===== config.mk =====
export PLATFORM = sky130hd
export DESIGN_NAME = fetch_queue
export DESIGN_NICKNAME = d
export VERILOG_FILES = /design/src/rtl/fetch_queue.sv
export SDC_FILE = /design/constraint.sdc
export NUM_CORES = 1
export LEC_CHECK = 0
export ABC_CLOCK_PERIOD_IN_PS = 8300
export CELL_PAD_IN_SITES_DETAIL_PLACEMENT = 1
export CELL_PAD_IN_SITES_GLOBAL_PLACEMENT = 2
export CORE_ASPECT_RATIO = 1.25
export CORE_MARGIN = 2
export CORE_UTILIZATION = 30
export CTS_BUF_LIST = sky130_fd_sc_hd__clkbuf_2
export CTS_CLUSTER_SIZE = 25
export DETAILED_ROUTE_END_ITERATION = 7
export PLACE_DENSITY = 0.62
export SYNTH_ARGS = -nofsm -noshare
export SYNTH_HDL_FRONTEND = slang
export SYNTH_SLANG_ARGS = --single-unit
export TNS_END_PERCENT = 50

===== constraint.sdc =====
create_clock -name clk -period 8.3 [get_ports clk]
set_input_delay 1.66 -clock clk [delete_from_list [all_inputs] [get_ports clk]]
set_output_delay 1.66 -clock clk [all_outputs]
set_load 0.03 [all_outputs]

===== src/rtl/fetch_queue.sv =====
// fetch_queue: in-order PC/instruction queue between fetch and decode.
// Circular buffer with a registered occupancy count. Decode presentation is
// gated by id_en so fetch can prefill while decode is held after reset.
// flush discards all entries on redirects; storage contents are kept.
// Optional zero-latency bypass of an empty queue: define QU_FETCH_QUEUE_BYPASS_EN.
module fetch_queue #(
  parameter int DEPTH       = 4,
  parameter int INSTR_WIDTH = 32,
  parameter int ADDR_WIDTH  = 32
) (
  input  logic                       clk,
  input  logic                       rst,
  input  logic                       id_en,
  input  logic                       flush,
  input  logic                       fetch_valid,
  output logic                       fetch_ready,
  input  logic [ADDR_WIDTH-1:0]      fetch_pc,
  input  logic [INSTR_WIDTH-1:0]     fetch_instr,
  output logic                       id_valid,
  input  logic                       id_ready,
  output logic [ADDR_WIDTH-1:0]      id_pc,
  output logic [INSTR_WIDTH-1:0]     id_instr,
  output logic [$clog2(DEPTH):0]     count
);

  localparam int PW = $clog2(DEPTH);
  localparam int CW = PW + 1;

  logic [ADDR_WIDTH-1:0]  pc_mem    [DEPTH];
  logic [INSTR_WIDTH-1:0] instr_mem [DEPTH];
  logic [PW-1:0]          wr_ptr;
  logic [PW-1:0]          rd_ptr;
  logic                   head_valid;
  logic                   enq;
  logic                   deq;

  assign head_valid  = (count != '0);
  // Full never accepts, even with a same-cycle dequeue, so fetch_ready is
  // independent of id_ready.
  assign fetch_ready = (count != CW'(DEPTH)) && !flush;

`ifdef QU_FETCH_QUEUE_BYPASS_EN
  logic bypass_take;

  // Empty queue forwards the fetch offer straight to decode.
  always_comb begin
    id_valid    = id_en && !flush && (head_valid || fetch_valid);
    id_pc       = head_valid ? pc_mem[rd_ptr]    : fetch_pc;
    id_instr    = head_valid ? instr_mem[rd_ptr] : fetch_instr;
    bypass_take = !head_valid && id_valid && id_ready;
    enq         = fetch_valid && fetch_ready && !bypass_take;
    deq         = head_valid && id_valid && id_ready;
  end
`else
  // Head of storage is always presented; id_valid qualifies it.
  always_comb begin
    id_valid = id_en && !flush && head_valid;
    id_pc    = pc_mem[rd_ptr];
    id_instr = instr_mem[rd_ptr];
    enq      = fetch_valid && fetch_ready;
    deq      = id_valid && id_ready;
  end
`endif

  // Entry storage; flush leaves contents in place, only reset clears them.
  always_ff @(posedge clk or posedge rst) begin
    if (rst) begin
      for (int i = 0; i < DEPTH; i++) begin
        pc_mem[i]    <= '0;
        instr_mem[i] <= '0;
      end
    end else if (enq) begin
      pc_mem[wr_ptr]    <= fetch_pc;
      instr_mem[wr_ptr] <= fetch_instr;
    end
  end

  // Pointers and occupancy; power-of-two depth makes the pointer wrap free.
  always_ff @(posedge clk or posedge rst) begin
    if (rst) begin
      wr_ptr <= '0;
      rd_ptr <= '0;
      count  <= '0;
    end else if (flush) begin
      wr_ptr <= '0;
      rd_ptr <= '0;
      count  <= '0;
    end else begin
      if (enq) wr_ptr <= wr_ptr + PW'(1);
      if (deq) rd_ptr <= rd_ptr + PW'(1);
      case ({enq, deq})
        2'b10:   count <= count + CW'(1);
        2'b01:   count <= count - CW'(1);
        default: count <= count;
      endcase
    end
  end

endmodule


==> results of run 1 <==
placed cells by master (no fill, tap or decap), drive strengths merged, types with 3 or more instances in the layout:
master,count
inv,4
dfrtp,263
mux2,257
ha,4
clkinv,16
nor2,4
clkdlybuf4s50,138
xnor2,3
and2,3
nor2b,3
buf,6
nand2,7
clkinvlp,4
mux4,64
clkbuf,105
cell families after synthesis:
group	Yosys count	share of synthesized area, %
AO/OA/AOI/OAI	5	0.286
flip-flops	263	51.8
multiplexers	322	41.3
AND/OR/NAND/NOR	26	1.52
XOR/XNOR	4	0.335
adder cells (fa/ha/maj)	5	0.552
buffers and inverters	44	4.22
final cells by class:
| class | instances | area, um2 | share of cell area (%) |
|---|---|---|---|
| sequential | 263 | 6590 | 43.8 |
| multi-input combinational | 362 | 5590 | 37.2 |
| timing repair buffer | 144 | 1450 | 9.66 |
| tap | 559 | 699 | 4.65 |
| clock buffer | 105 | 526 | 3.50 |
| clock inverter | 23 | 154 | 1.02 |
| inverter | 3 | 15.0 | 0.0999 |
| antenna | 1 | 2.50 | 0.0167 |
per-layer routing:
metal | up-vias | part of all wire (%)
li1 | 2883 | -
met1 | 3593 | 44
met2 | 175 | 48
met3 | 47 | 5.9
met4 | 0 | 2.1
met5 | - | 0
where the power goes:
| group | switching, mW | internal (mW) |
|---|---|---|
| combinational | 0.817 | 1.33 |
| clock | 0.581 | 0.403 |
| sequential | 0.341 | 1.86 |
flip-flops by register name, indices dropped and copies added, names as in the netlist:
signal / cells
pc_mem: 128
instr_mem: 128
count: 3
rd_ptr: 2
wr_ptr: 2
critical path, cell delays in order, from the launching register on:
cell	delay (ns)
dfrtp_4	0.87
buf_4	0.75
mux4_2	0.59
clkdlybuf4s50_1	0.66
metrics by stage:
| step | area [um2] | power, mW | instances | hold WS, ns |
|---|---|---|---|---|
| 2_1_floorplan | 12700 | 3.74 | 669 | 0.474 |
| 3_3_place_gp | 14300 | 4.35 | 1331 | 0.483 |
| 3_5_place_dp | 14300 | 4.39 | 1331 | 0.489 |
| 4_1_cts | 15000 | 5.44 | 1459 | 0.512 |
| 5_1_grt | 15000 | 5.68 | 1460 | 0.525 |
| 6_report | 15000 | 5.33 | 1460 | 0.508 |
worst max path at each step:
| stage | start | to | slack [ns] | cells past startpoint |
|---|---|---|---|---|
| floorplan | rst | count[0] | 3.17 | 1 |
| global placement | flush | id_valid | 3.35 | 3 |
| detailed placement | flush | id_valid | 3.35 | 3 |
| CTS | rd_ptr[0] | id_pc[6] | 2.47 | 3 |
| global route | rd_ptr[0] | id_pc[6] | 2.45 | 3 |
| finish | rd_ptr[0] | id_instr[9] | 2.79 | 3 |
==> run summary, run 1 <==
Post-synth top cells = dfrtp_1 (263), mux2_4 (240), mux4_2 (64)
Synth Instances = 669
FF-to-FF Start = count[0]
Synth Register Bits = 263
Hold Path Sink = instr_mem[63]
PortBufs = 138
first-pass GRT wire length = 46.8 mm
post_cts resized = 0
number of synthesized flops with an enable pin = 0
Critical Path AT = 3.85 ns
Synth Flop Type = dfrtp_1
Net Count, Synth = 744
antenna-violating nets left = 0
Clock Path Buffers = 3
Slew Limit Fails = 0
Worst setup EP type = primary output
crit start category = flop
chip height = 234 um
Global Route met2 Usage = 21.8%
outcome = finished, final reports clean
initial core utilization = 30.3%
Via Count = 6698
worst slew pin tran = 0.886 ns
ranking of synthesized cells by area = dfrtp_1 (52%), mux2_4 (28%), mux4_2 (11%)
clk root buf = clkbuf_2
IO Count = 139
Hold Crit Depth = 1
fin nets = 924
DRC violations left = 0
register area share after synthesis = 51.8%
mean area per synthesized cell = 19.0 um2
unique cell type count in the Yosys netlist = 35
most crowded layer after global routing = met2
largest area contributor in the netlist = dfrtp_1
required time worst endpoint = 6.64 ns
Util after Layout = 35.8%
Static Leak = 6.99 nW
Pre-antenna DRT Iters = 4
pre-CTS WS = 3.35 ns
GR Util met1 = 17.4%
min-delay src = instr_mem[63]
Layout Skew = 0.0611 ns
Wirelength per Cell = 19.9 um
r2r endpoint = instr_mem[73]
Core Area = 0.0419 mm2
Final Cycle Share = 66.4%
most frequent cell after synthesis = dfrtp_1
Hold WC Path Type = reg2reg
r2r worst-path depth = 4
minimum clock period = 5.51 ns
initial antenna violation count = 1
H-tree Lvls = 3
relative slew slack = 41.0%
M3 GR Usage = 4.61%
hpwl dp = 15.9 mm
total wire length = 29.1 mm
setup TNS = 0 ns
Final setup viols = 0
final setup margin = 2.79 ns
Die Area = 0.0440 mm2
CTS hold repair buffers = 0
row cnt = 84
endpoints failing hold = 0
Max-cap violations = 0
Post-synth ARST share = 100%
pin count of the biggest net entering global routing = 131
synthesized area = 0.0127 mm2
Sink Count = 263
Peak supply drop = 134 uV
Yosys warnings = 0
FMAX = 0.181 GHz
DR iter-0 viols = 201
FILL cells = 4250
chip width = 188 um
RSZ-0062 raised after global routing = false
worst-path maximum fanout = 34
WS Path Type = reg2out
total track usage = 13.8%
top-area cell type share of the netlist area = 51.8%
clk_lat worst skew = 1.00 ns
CTS clk-pin slew, worst paths = 0.11 ns
vias in the first global route = 7826
layout cells sized above 1 = 50.1%
PwrDens = 355 mW/mm2
vias per inst = 4.59
gpl congestion = 0.678
post-CTS setup buffer count = 0
global route overflow = 0
Inserted Clock Buffers = 75
area growth from synthesis to layout = 18.3%
CTS tree = done
R2R setup slack = 5.66 ns
Note: power is estimated with default switching activity, not from simulation.
==> run 2, diff against run 1 <==
Settings changed: ABC_CLOCK_PERIOD_IN_PS 8300 to 4900.
Clock period 8.3 ns to 4.9 ns, I/O delays scaled along.
==> run summary, run 2 (synthesis gave the netlist of run 1 again) <==
Int Power = 6.05 mW (was 3.59 mW)
PwrDens = 597 mW/mm2 (was 355 mW/mm2)
most common library cell in the layout ignoring fill and taps = dfrtp_1 (unchanged)
final setup margin = 0.624 ns (was 2.79 ns)
Layout Skew = 0.0700 ns (was 0.0611 ns)
Util after Layout = 35.9% (was 35.8%)
Wirelength per Cell = 19.8 um (was 19.9 um)
area growth from synthesis to layout = 18.4% (was 18.3%)
setup TNS = 0 ns (unchanged)
first-pass GRT wire length = 46.9 mm (was 46.8 mm)
relative slew slack = 42.4% (was 41.0%)
PortBufs = 138 (unchanged)
Core Area = 0.0419 mm2 (unchanged)
r2r endpoint = instr_mem[61] (was instr_mem[73])
pin count of the biggest net entering global routing = 111 (was 131)
switch share = 32.6% (about the same)
Pre-antenna DRT Iters = 4 (unchanged)
min-delay src = instr_mem[30] (was instr_mem[63])
chip height = 234 um (unchanged)
Inserted Clock Buffers = 76 (was 75)
CTS tree = done (unchanged)
R2R setup slack = 2.52 ns (was 5.66 ns)
GR Util met1 = 16.8% (was 17.4%)
CTS hold repair buffers = 0 (unchanged)
max incr delay on CP = 0.77 ns (was 0.87 ns)
switching power = 2.92 mW (was 1.74 mW)
clk_lat worst skew = 0.99 ns (was 1.00 ns)
Via Count = 6713 (was 6698)
Global Route met2 Usage = 22.3% (was 21.8%)
most frequent cells in the layout = dfrtp_1 (261), mux2_4 (240), clkdlybuf4s50_1 (138) (unchanged)
WS Path Type = reg2out (unchanged)
DRC violations left = 0 (unchanged)
FILL cells = 4307 (was 4250)
vias in the first global route = 7993 (was 7826)
fin nets = 928 (was 924)
post-CTS setup buffer count = 0 (unchanged)
Reg area = 0.00659 mm2 (unchanged)
crit start category = flop (unchanged)
Hold WC Path Type = reg2reg (unchanged)
DR iter-0 viols = 250 (was 201)
hpwl dp = 16.0 mm (was 15.9 mm)
Hold Slack = 0.509 ns (was 0.508 ns)
chip width = 188 um (unchanged)
H-tree Lvls = 3 (unchanged)
M3 GR Usage = 4.58% (was 4.61%)
worst slew pin tran = 0.864 ns (was 0.886 ns)
cell total after placement = 1334 (was 1331)
biggest regs = instr_mem: 128 flops, pc_mem: 128 flops, count: 3 flops (unchanged)
Final Non-Filler Cells = 1462 (was 1460)
Flop pwr share = 41.5% (was 41.3%)
pre-CTS WS = 1.32 ns (was 3.35 ns)
Die Area = 0.0440 mm2 (unchanged)
clock share of power = 18.0% (was 18.4%)
layout cells sized above 1 = 50.4% (was 50.1%)
Slowest cell on crit path = dfrtp_4 (unchanged)
worst-path maximum fanout = 30 (was 34)
post_cts resized = 0 (unchanged)
Peak supply drop = 229 uV (was 134 uV)
outcome = finished, final reports clean (unchanged)
row cnt = 84 (unchanged)
Final setup viols = 0 (unchanged)
Max-cap violations = 0 (unchanged)
Clock Path Buffers = 3 (unchanged)
initial antenna violation count = 1 (unchanged)
cell family with most CP delay = buffers and inverters (unchanged)
IO Count = 139 (unchanged)
initial core utilization = 30.3% (unchanged)
Final Cycle Share = 87.3%
Critical Path AT = 3.30 ns (was 3.85 ns)
global route overflow = 0 (unchanged)
minimum clock period = 4.28 ns
FF-to-FF Start = count[1] (was count[0])
total wire length = 28.9 mm (was 29.1 mm)
most crowded layer after global routing = met2 (unchanged)
Slew Limit Fails = 0 (unchanged)
endpoints failing hold = 0 (unchanged)
Sink Count = 263 (unchanged)
Hold Crit Depth = 1 (unchanged)
worst path bufs/invs = 2 (unchanged)
footprint of the multi-input gates = 0.00559 mm2 (unchanged)
total track usage = 13.8% (about the same)
FMAX = 0.234 GHz
antenna-violating nets left = 0 (unchanged)
clk root buf = clkbuf_2 (unchanged)
gpl congestion = 0.657 (was 0.678)
Combinational Power Share = 40.6% (was 40.2%)
r2r worst-path depth = 4 (unchanged)
CTS clk-pin slew, worst paths = 0.09 ns (was 0.11 ns)
Worst setup EP type = primary output (unchanged)
worst path cell trace = buf_12 -> mux4_2 -> clkdlybuf4s50_1 (was buf_4 -> mux4_2 -> clkdlybuf4s50_1)
required time worst endpoint = 3.92 ns (was 6.64 ns)
Static Leak = 7.01 nW (was 6.99 nW)
Hold Path Sink = instr_mem[30] (was instr_mem[63])
vias per inst = 4.59 (about the same)
RSZ-0062 raised after global routing = false (unchanged)
==> run 2: cell count changes in the layout (fill, tap and decap cells not counted), moves of 2 or more <==
cell,before,now
clkbuf_2,105,110
clkinvlp_4,4,2
buf_12,2,4
clkinv_1,13,11
==> run 2: layout make-up <==
| class | count | area share (%) |
|---|---|---|
| clock inverter | 16 | 0.615 |
| timing repair buffer | 147 | 9.96 |
| antenna | 2 | 0.0333 |
| clock buffer | 110 | 3.66 |
| tap | 559 | 4.65 |
| sequential | 263 | 43.8 |
| inverter | 3 | 0.0998 |
| multi-input combinational | 362 | 37.2 |
==> run 2: power by group through the flow <==
stage          clock network (mW)  logic (mW)  registers (mW)
6_report                     1.61        3.64            3.72
5_1_grt                      1.84        3.88            3.86
4_1_cts                      1.74        3.70            3.73
3_5_place_dp                    0        3.69            3.75
3_3_place_gp                    0        3.65            3.73
2_1_floorplan                   0        2.78            3.56
==> run 2: worst max-delay path by stage <==
stage | depth (start not counted) | slack (ns) | startpoint | endpoint
5_1_grt | 3 | 0.36 | rd_ptr[0] | id_instr[9]
3_3_place_gp | 3 | 1.31 | flush | id_valid
3_5_place_dp | 3 | 1.32 | flush | id_valid
4_1_cts | 3 | 0.37 | rd_ptr[0] | id_instr[9]
6_report | 3 | 0.62 | rd_ptr[0] | id_instr[9]
2_1_floorplan | 1 | 0.45 | rst | count[0]
==> run 2: metrics by stage <==
stage / cell area [um2] / total power, mW
6_report: 15000 / 8.98
3_3_place_gp: 14400 / 7.38
4_1_cts: 15000 / 9.16
2_1_floorplan: 12700 / 6.34
5_1_grt: 15000 / 9.58
3_5_place_dp: 14400 / 7.43
==> run 2: routing by layer <==
metal	wire, um	share of wire, %
met2	13800	48
met3	1880	6.5
met4	659	2.3
met1	12500	43
met5	0	0
==> run 3, diff against run 2 <==
Settings changed: ABC_AREA set to 1, CORE_MARGIN 2 to 5, PLACE_DENSITY 0.62 to 0.74.
==> run summary, run 3 <==
outcome = finished, final reports clean (unchanged)
placed standard-cell area = 0.0145 mm2 (was 0.0144 mm2)
Post-synth top cells = nand2_1 (531), o21ai_0 (286), dfrtp_1 (263) (was dfrtp_1 (263), mux2_4 (240), mux4_2 (64))
Sink Count = 263 (unchanged)
row cnt = 84 (unchanged)
CTS clk-pin slew, worst paths = 0.10 ns (was 0.09 ns)
first-pass GRT wire length = 70.1 mm (was 46.9 mm)
layout cells sized above 1 = 15.1% (was 50.4%)
fin nets = 1733 (was 928)
Core Area = 0.0421 mm2 (was 0.0419 mm2)
FMAX = 0.227 GHz (was 0.234 GHz)
Slew Limit Fails = 0 (unchanged)
design area = 0.0151 mm2 (was 0.0150 mm2)
PwrDens = 517 mW/mm2 (was 597 mW/mm2)
FF-to-FF Start = wr_ptr[1] (was count[1])
biggest regs = instr_mem: 128 flops, pc_mem: 128 flops, count: 3 flops (unchanged)
Max-cap violations = 0 (unchanged)
mean area per synthesized cell = 8.33 um2 (was 19.0 um2)
FILL cells = 4990 (was 4307)
setup TNS = 0 ns (unchanged)
RSZ-0062 raised after global routing = false (unchanged)
initial antenna violation count = 2 (was 1)
antenna-violating nets left = 0 (unchanged)
Final Cycle Share = 90.0% (was 87.3%)
initial core utilization = 30.4% (was 30.3%)
r2r endpoint = pc_mem[100] (was instr_mem[61])
Wirelength per Cell = 19.6 um (was 19.8 um)
unique cell type count in the Yosys netlist = 24 (was 35)
DR iter-0 viols = 431 (was 250)
hpwl dp = 24.5 mm (was 16.0 mm)
top-area cell type share of the netlist area = 51.3% (was 51.8%)
Slowest cell on crit path = clkdlybuf4s50_1 (was dfrtp_4)
post-CTS setup buffer count = 0 (unchanged)
final setup margin = 0.492 ns (was 0.624 ns)
Hold Slack = 0.485 ns (was 0.509 ns)
R2R setup slack = 2.36 ns (was 2.52 ns)
largest area contributor in the netlist = dfrtp_1 (unchanged)
clk_lat worst skew = 0.93 ns (was 0.99 ns)
H-tree Lvls = 3 (unchanged)
minimum clock period = 4.41 ns (was 4.28 ns)
register area share after synthesis = 51.3% (was 51.8%)
clk root buf = clkbuf_2 (unchanged)
most frequent cells in the layout = nand2_1 (531), o21ai_0 (286), dfrtp_1 (261) (was dfrtp_1 (261), mux2_4 (240), clkdlybuf4s50_1 (138))
CTS tree = done (unchanged)
pre-CTS WS = 1.35 ns (was 1.32 ns)
WS Path Type = reg2out (unchanged)
endpoints failing hold = 0 (unchanged)
Hold WC Path Type = in2async (was reg2reg)
Synth Register Bits = 263 (unchanged)
ranking of synthesized cells by area = dfrtp_1 (51%), nand2_1 (16%), o21ai_0 (11%) (was dfrtp_1 (52%), mux2_4 (28%), mux4_2 (11%))
post_cts resized = 0 (unchanged)
total wire length = 44.4 mm (was 28.9 mm)
r2r worst-path depth = 7 (was 4)
vias in the first global route = 12200 (was 7993)
Pre-antenna DRT Iters = 4 (unchanged)
Peak supply drop = 231 uV (was 229 uV)
area growth from synthesis to layout = 17.7% (was 18.4%)
worst path cell trace = inv_4 -> buf_4 -> o21ai_0 -> o22ai_1 -> clkdlybuf4s50_1 (was buf_12 -> mux4_2 -> clkdlybuf4s50_1)
Worst Setup EP = id_instr[9] (unchanged)
Final setup viols = 0 (unchanged)
Net Count, Synth = 1615 (was 744)
chip height = 241 um (was 234 um)
DRC violations left = 0 (unchanged)
global route overflow = 0 (unchanged)
number of synthesized flops with an enable pin = 0 (unchanged)
Clock Path Buffers = 3 (unchanged)
Layout Skew = 0.0397 ns (was 0.0700 ns)
vias per inst = 5.02 (was 4.59)
relative slew slack = 35.1% (was 42.4%)
required time worst endpoint = 3.92 ns (about the same)
chip width = 195 um (was 188 um)
PortBufs = 138 (unchanged)
Inserted Clock Buffers = 78 (was 76)
Post-synth ARST share = 100% (unchanged)
total track usage = 18.7% (was 13.8%)
Die Area = 0.0470 mm2 (was 0.0440 mm2)
max incr delay on CP = 0.74 ns (was 0.77 ns)
Critical Path AT = 3.43 ns (was 3.30 ns)
CP Launch Point = rd_ptr[0] (unchanged)
Yosys warnings = 0 (unchanged)
worst slew pin tran = 0.973 ns (was 0.864 ns)
Synth Flop Type = dfrtp_1 (unchanged)
gpl congestion = 0.739 (was 0.657)
Via Count = 11400 (was 6713)
synthesized area = 0.0128 mm2 (was 0.0127 mm2)
Synth Instances = 1540 (was 669)
crit start category = flop (unchanged)
worst-path maximum fanout = 42 (was 30)
IO Count = 139 (unchanged)
pin count of the biggest net entering global routing = 134 (was 111)
most frequent cell after synthesis = nand2_1 (was dfrtp_1)
Worst setup EP type = primary output (unchanged)
Static Leak = 7.31 nW (was 7.01 nW)
most common library cell in the layout ignoring fill and taps = nand2_1 (was dfrtp_1)
CTS hold repair buffers = 0 (unchanged)
## run 3: final cells by class
class                   count  area [um2]  share of cell area, %
clock buffers             111         556                   3.68
flip-flops and latches    263        6590                   43.6
diodes                      3        7.51                 0.0497
multi-input cells        1136        5440                   36.0
repair buffers            161        1670                   11.0
clock inverters            11        68.8                  0.456
well taps                 559         699                   4.63
inverters                  18        77.6                  0.514
## run 3: worst max-delay path, delay by kind of cell (launching register included)
kind	cells	cell delay [ns]
AO/OA/AOI/OAI	2	0.40
flip-flops	1	0.52
buffers and inverters	3	1.57
## run 3: cells by family (layout without fill, tap and decap cells)
kind of cell	after synthesis	count (layout)	synth area share, %
AOI/OAI and AO/OA	451	451	21.1
buffers and inverters	141	301	6.30
xor gates and xnor gates	2	2	0.137
other	0	3	0
and+or+nand+nor	678	678	20.6
DFF	263	263	51.3
adders and majority gates	5	5	0.546
## run 3: stage by stage
step	util (%)	power (mW)	instances
2_1_floorplan	-	5.23	1540
3_3_place_gp	34.3	6.20	2137
3_5_place_dp	34.3	6.30	2137
4_1_cts	35.8	7.97	2259
5_1_grt	35.8	8.43	2261
6_report	35.8	7.81	2262
## run 3: worst min-delay path by stage
stage	startpoint	endpoint	slack (ns)
2_1_floorplan	instr_mem[83]	instr_mem[83]	0.45
3_3_place_gp	pc_mem[49]	pc_mem[49]	0.46
3_5_place_dp	instr_mem[84]	instr_mem[84]	0.47
4_1_cts	rst	instr_mem[84]	0.38
5_1_grt	rst	instr_mem[84]	0.43
6_report	rst	instr_mem[53]	0.49
## run 3: metal layers
layer | routed length, um | track usage, % | vias to the layer above
met3 | 1810 | 3.62 | 72
met4 | 971 | 6.48 | 0
met1 | 19400 | 23.3 | 5697
met5 | 0 | 0 | -
li1 | - | - | 5358
met2 | 22300 | 32.8 | 234
## run 3: report_power, final
part	total (mW)	internal, mW	switching, mW
Sequential	3.51	3.04	0.477
Clock	1.61	0.643	0.963
Combinational	2.69	1.01	1.68
